## config.mk

```make
export PLATFORM = sky130hd
export DESIGN_NAME = fetch_group
export DESIGN_NICKNAME = d
export VERILOG_FILES = /design/src/rtl/fetch_group.sv
export SDC_FILE = /design/constraint.sdc
export NUM_CORES = 1
export LEC_CHECK = 0
export CAP_MARGIN = 15
export CORE_MARGIN = 8
export CORE_UTILIZATION = 60
export DETAILED_ROUTE_END_ITERATION = 12
export HOLD_SLACK_MARGIN = 0.06
export PLACE_DENSITY = 0.9
export SLEW_MARGIN = 20
export SYNTH_ARGS = -nofsm -noshare
export SYNTH_HDL_FRONTEND = slang
export SYNTH_SLANG_ARGS = --single-unit
export TNS_END_PERCENT = 5
```

## constraint.sdc

```tcl
create_clock -name clk -period 11 [get_ports clk]
set_input_delay 1.65 -clock clk [delete_from_list [all_inputs] [get_ports clk]]
set_output_delay 1.65 -clock clk [all_outputs]
set_load 0.05 [all_outputs]
```

## src/rtl/fetch_group.sv

```systemverilog
// Frame-to-group fetcher: captures a parallel frame and issues GROUP-word windows
// advancing by STRIDE words per read, with no-bubble reload on the last read.
module fetch_group #(
  parameter int DW        = 16,
  parameter int FRAME_LEN = 20,
  parameter int GROUP     = 5,
  parameter int STRIDE    = 5,
  parameter int IW        = 3
) (
  input  logic                    clk,
  input  logic                    rst_n,
  input  logic                    load,
  input  logic [DW*FRAME_LEN-1:0] frame_in,
  output logic                    load_ready,
  input  logic                    read_en,
  output logic [DW*GROUP-1:0]     group_out,
  output logic                    group_valid,
  output logic [IW-1:0]           group_idx,
  output logic                    empty,
  output logic                    underflow
);

  localparam int NG = (FRAME_LEN - GROUP) / STRIDE + 1;
  localparam int PW = (FRAME_LEN > 1) ? $clog2(FRAME_LEN) : 1;
  localparam int FW = (DW * FRAME_LEN > 1) ? $clog2(DW * FRAME_LEN) : 1;
  localparam int CW = IW + 1;

  if ((GROUP < 1) || (GROUP > FRAME_LEN) || (STRIDE < 1) || (STRIDE > GROUP) ||
      (((FRAME_LEN - GROUP) % STRIDE) != 0) || ((1 << IW) < NG)) begin : g_param_check
    $error("fetch_group: illegal parameter combination");
  end

  typedef enum logic {ST_EMPTY, ST_ACTIVE} state_t;

  state_t                    state_reg;
  logic [DW*FRAME_LEN-1:0]   frame_reg;
  logic [PW-1:0]             ptr_reg;
  logic [CW-1:0]             cnt_reg;
  logic [DW*GROUP-1:0]       group_out_reg;
  logic                      group_valid_reg;
  logic [IW-1:0]             group_idx_reg;
  logic                      underflow_reg;

  logic [DW*GROUP-1:0]       window_next;
  logic                      last_read;
  logic                      load_accept;
  logic [PW-1:0]             ptr_next;
  logic [CW-1:0]             cnt_next;

  assign last_read   = (state_reg == ST_ACTIVE) && read_en && (cnt_reg == CW'(NG - 1));
  assign load_ready  = (state_reg == ST_EMPTY) || last_read;
  assign load_accept = load && load_ready;
  assign ptr_next    = ptr_reg + PW'(STRIDE);
  assign cnt_next    = cnt_reg + CW'(1);

  // Each window word is an independent part-select of the held frame.
  for (genvar gi = 0; gi < GROUP; gi++) begin : g_window
    logic [PW-1:0] word_idx;
    logic [FW-1:0] bit_base;
    assign word_idx = ptr_reg + PW'(gi);
    assign bit_base = FW'(word_idx) * FW'(DW);
    assign window_next[gi*DW +: DW] = frame_reg[bit_base +: DW];
  end

  always_ff @(posedge clk or negedge rst_n) begin
    if (!rst_n) begin
      state_reg       <= ST_EMPTY;
      frame_reg       <= '0;
      ptr_reg         <= '0;
      cnt_reg         <= '0;
      group_out_reg   <= '0;
      group_valid_reg <= 1'b0;
      group_idx_reg   <= '0;
      underflow_reg   <= 1'b0;
    end else begin
      group_valid_reg <= 1'b0;
      underflow_reg   <= 1'b0;

      if (state_reg == ST_ACTIVE && read_en) begin
        group_out_reg   <= window_next;
        group_valid_reg <= 1'b1;
        group_idx_reg   <= cnt_reg[IW-1:0];
        if (last_read) begin
          state_reg <= ST_EMPTY;
          ptr_reg   <= '0;
          cnt_reg   <= '0;
        end else begin
          ptr_reg <= ptr_next;
          cnt_reg <= cnt_next;
        end
      end

      if (state_reg == ST_EMPTY && read_en) begin
        underflow_reg <= 1'b1;
      end

      // A same-cycle load overrides the end-of-frame transition above.
      if (load_accept) begin
        frame_reg <= frame_in;
        ptr_reg   <= '0;
        cnt_reg   <= '0;
        state_reg <= ST_ACTIVE;
      end
    end
  end

  assign group_out   = group_out_reg;
  assign group_valid = group_valid_reg;
  assign group_idx   = group_idx_reg;
  assign underflow   = underflow_reg;
  assign empty       = (state_reg == ST_EMPTY);

endmodule

```

=== After elaboration in Yosys (flattened, before gate mapping) ===
Index checks and enable logic that the tools add are counted.

* Output and inout port bits: 87
* Word-level logic and storage cells: 40
* Flip-flop bits (word level): 415
* Input bits: 324

* Reduce and logical (&&, ||, !) cells: 8
* Muxes and demuxes: 11
* Shifts and indexed selects: 5
* Bitwise gates (word level): 1
* Equal/unequal tests: 1
* Add/subtract/negate cells: 6

{| class="wikitable"
|+ Operator list
! operator !! number
|-
| variable part select 320 x 10 -> 16 bit || 5
|-
| two-way mux 5 bit || 3
|-
| two-way mux 4 bit || 3
|-
| adder 5 x 2 -> 5 bit (second input constant) || 2
|-
| adder 5 x 3 -> 5 bit (second input constant) || 2
|-
| adder 5 x 1 -> 5 bit (second input constant) || 1
|-
| two-way mux 1 bit || 5
|-
| adder 4 x 1 -> 4 bit (second input constant) || 1
|-
| == test 4 x 2 -> 1 bit (second input constant) || 1
|-
| logical AND 1 bit || 4
|-
| nonzero test 2 bit || 2
|-
| AND reduction 2 bit || 1
|-
| logical OR 1 bit || 1
|-
| inverter 1 bit || 1
|}

=== Longest topological paths before layout ===
* Depth after elaboration: 6
* Gate-level depth with buffers: 15

=== Worst setup path before layout ===
No wires, ideal clock.

* Path kind: in2out
* Start: in read_en
* End: out load_ready
* Data arrival time: 2.187 ns
* Path slack: 7.163 ns
* Data required time: 9.350 ns
* Stages on the path: 2
* Cell sequence: inv_1 -> o21ai_2

* Word-level cells in the longest chain between the ends: 3

{| class="wikitable"
|+ RTL lines
! item !! RTL line !! text
|-
| start: declaration || 15 || <nowiki>input logic read_en,</nowiki>
|-
| logical AND 1 bit (2 in a row) || 50 || <nowiki>assign last_read = (state_reg == ST_ACTIVE) && read_en && (cnt_reg == CW'(NG - 1));</nowiki>
|-
| logical OR 1 bit || 51 || <nowiki>assign load_ready = (state_reg == ST_EMPTY) || last_read;</nowiki>
|-
| end: declaration || 14 || <nowiki>output logic load_ready,</nowiki>
|}

No other way between the ends.

=== Worst setup path in the final report ===
* Start: reg ptr_reg[0]
* End: reg group_out_reg[30] (netlist: group_out[30])

* Word-level cells in the longest chain between the ends: 2

{| class="wikitable"
|+ RTL lines
! item !! RTL line !! text
|-
| start: declaration || 37 || <nowiki>logic [PW-1:0] ptr_reg;</nowiki>
|-
| start signal: assignment || 88 || <nowiki>ptr_reg <= ptr_next;</nowiki>
|-
| adder 5 x 1 -> 5 bit || 60 || <nowiki>assign word_idx = ptr_reg + PW'(gi);</nowiki>
|-
| variable part select 320 x 10 -> 16 bit || 62 || <nowiki>assign window_next[gi*DW +: DW] = frame_reg[bit_base +: DW];</nowiki>
|-
| end signal: assignment || 80 || <nowiki>group_out_reg <= window_next;</nowiki>
|-
| end: declaration || 39 || <nowiki>logic [DW*GROUP-1:0] group_out_reg;</nowiki>
|}

No other way between the ends.
A chain may end at the register's enable or synchronous reset.

==> flow_summary.ini <==
[die]
die_h_um = 226
io_pins = 411
coreArea_sq_um = 43900
start_util_pct = 60.3
num_rows = 77
dieWidth_um = 226
die_area_sq_um = 51200

[flow_run]
maxCapViolations = 0

[setup_path]
cpLargestDelayFamily = buffers and inverters
slowest_delay_ns = 0.93
crit_type = reg -> reg
reg2reg_slack_ns = 5.87
timing.rr.end = group_out[30]
path_cells = buf_4, buf_4, buf_4, mux4_2, mux4_2, a221o_1
cp_max_fo = 60
cp_common_cell = buf_4
reg2regPathDepth = 6
slowest_stage = dfrtp_4
cp-end-kind = flip-flop
path_buf_inv = 3
start_kind = flip-flop
required_ns = 11.49
cp.arrival_ns = 5.62
r2r-start = ptr_reg[0]

[yosys]
ys.flop_type = dfrtp_1
seq_area_frac_synth_pct = 39.2
synthCells = 1739
yosys_warnings = 0
synth_cell_type_count = 46
synth_edf_count = 0
ys_ff_latch = 415
ys_async_sr_fraction_pct = 100
netlist_area_sq_um = 26500
synth_nets = 2071
syn_area_per_cell_sq_um = 15.2

[min_path]
hp-start = group_idx[0]
holdPathEnd = group_idx[0]
hold_path_class = reg -> reg
hold_depth = 2

[finish]
area_growth_pct = 22.7
largest_reg_flops = 320
final_common_cell = dfrtp_1
fin_nets = 2398
final_cell_mix = dfrtp_1 (412), clkdlybuf4s50_1 (409), mux4_2 (394)
layout-drive-gt1-share_pct = 40.3
stdcell_count = 2699

[drt]
drt_iter0_drc = 3336
num_vias = 20300
finalWirelength_um = 95800
wire_per_inst_um = 35.5
drtPass1Iterations = 6
postRouteAntennaNets = 0
vias_per_cell = 7.54
drc_errors = 0

[global_routing]
antenna_found_initial = 11
grt_first_pass_wirelength_um = 140000
grt_pass1_vias = 20800
grt_max_degree = 169
grt_usage_pct = 37.6
grt-ovfl-total = 0

[clock_tree]
cts_resized = 0
cts_setup_buffers = 0
cts_tree = built
postCtsHoldBufs = 0
clkSlewWorstSetupHoldPaths_ns = 0.07
root_buffer = clkbuf_16
cts_made_buffers = 46
htreeDepth = 2
cts_sinks = 415
clk-insertion-delay-late_ns = 0.62
cts_buffer_depth = 3

[sta]
setup-tns-final_ns = 0
finalCriticalPeriod_ns = 5.13
max_freq_mhz = 195
finalMaxSlewViolations = 0
tightest_slew_ns = 1.14
finalSetupViolCount = 0
fin_ws_ns = 5.87
timing.slew.headroom_pct = 24.0
timing.hold.ws_ns = 0.492
rsz0062_at_grt = no
skew_ns = 0.0281
final-hold-violation-count = 0
final.period_utilization_pct = 46.6

[run_status]
status = finished, final reports clean

[place]
pre_cts_ws_ns = 5.84
place_inst = 2606
dp_hpwl_um = 70200
port_buffers = 410
gp_congestion = 1.08

[power_and_ir_drop]
powerDensity_nw_per_um2 = 406
finalPower_uw = 13200
p_leak_uw = 0.0127
max-vdd-ir-drop_mv = 0.243
==> worst max-delay path by stage <==
stage	from	to	slack (ns)	depth (start not counted)
detailed placement	read_en	frame_reg[34]	5.84	7
finish	ptr_reg[0]	group_out[30]	5.87	6
global placement	read_en	frame_reg[65]	5.92	7
floorplan	read_en	load_ready	7.16	2
global route	ptr_reg[0]	group_out[30]	5.44	6
CTS	ptr_reg[0]	group_out[25]	5.84	6
==> layer usage <==
| metal | up-vias | track usage (%) | part of all wire (%) |
|---|---|---|---|
| met5 | - | 0 | 0.10 |
| met1 | 10200 | 42.5 | 30 |
| met4 | 14 | 18.2 | 6.8 |
| met3 | 442 | 19.3 | 17 |
| met2 | 2021 | 59.0 | 46 |
| li1 | 7712 | - | - |
==> per-stage QoR <==
stage	util (%)	area (sq um)
6_report	74.0	32500
5_1_grt	74.0	32500
4_1_cts	73.7	32400
3_5_place_dp	70.2	30800
3_3_place_gp	70.2	30800
2_1_floorplan	-	26500
==> synth_stat cells, types with 20 or more instances <==
library cell / n / area [sq um]
a21oi_1: 52 / 260
a22o_1: 28 / 245
buf_2: 86 / 430
buf_4: 20 / 150
clkbuf_1: 36 / 135
dfrtp_1: 415 / 10400
inv_1: 35 / 131
mux2_2: 322 / 3630
mux2i_1: 40 / 400
mux4_2: 394 / 8870
nand2_1: 44 / 165
nor2_1: 37 / 139
nor2b_1: 21 / 131
o21ai_0: 68 / 340
o22ai_1: 20 / 125
==> worst register-to-register path: stages (launching register included) <==
cell     delay [ns]
dfrtp_4        0.93
buf_4          0.84
buf_4          0.86
buf_4          0.94
mux4_2         0.63
mux4_2         0.49
a221o_1        0.33
==> power breakdown <==
group          internal [uW]  total (uW)  switching, uW  leakage [uW]
Combinational           4110        8020           3920       0.00694
Sequential              2290        3610           1320       0.00502
Clock                    911        1580            670      0.000751
Total                   7310       13200           5900        0.0127
==> area by class of cell <==
class                   instances  area (sq um)
multi-input cells            1123         15200
fillers                      2704         11400
flip-flops and latches        415         10400
repair buffers                441          4440
clock buffers                  63          1320
well taps                     592           741
clock inverters                21           205
inverters                      39           148
diodes                          5          12.5
==> cell families (layout without fill, tap and decap cells) <==
family,count (synthesis),count (layout),share of synthesized area [%]
XOR/XNOR,12,12,0.524
AO/OA/AOI/OAI,225,225,5.49
flip-flops,415,415,39.2
multiplexers,756,756,48.7
adder cells (fa/ha/maj),8,8,0.378
AND/OR/NAND/NOR,122,122,2.19
buffers and inverters,201,564,3.56
other,0,5,0
No activity file was read; power rests on OpenSTA's default activity.
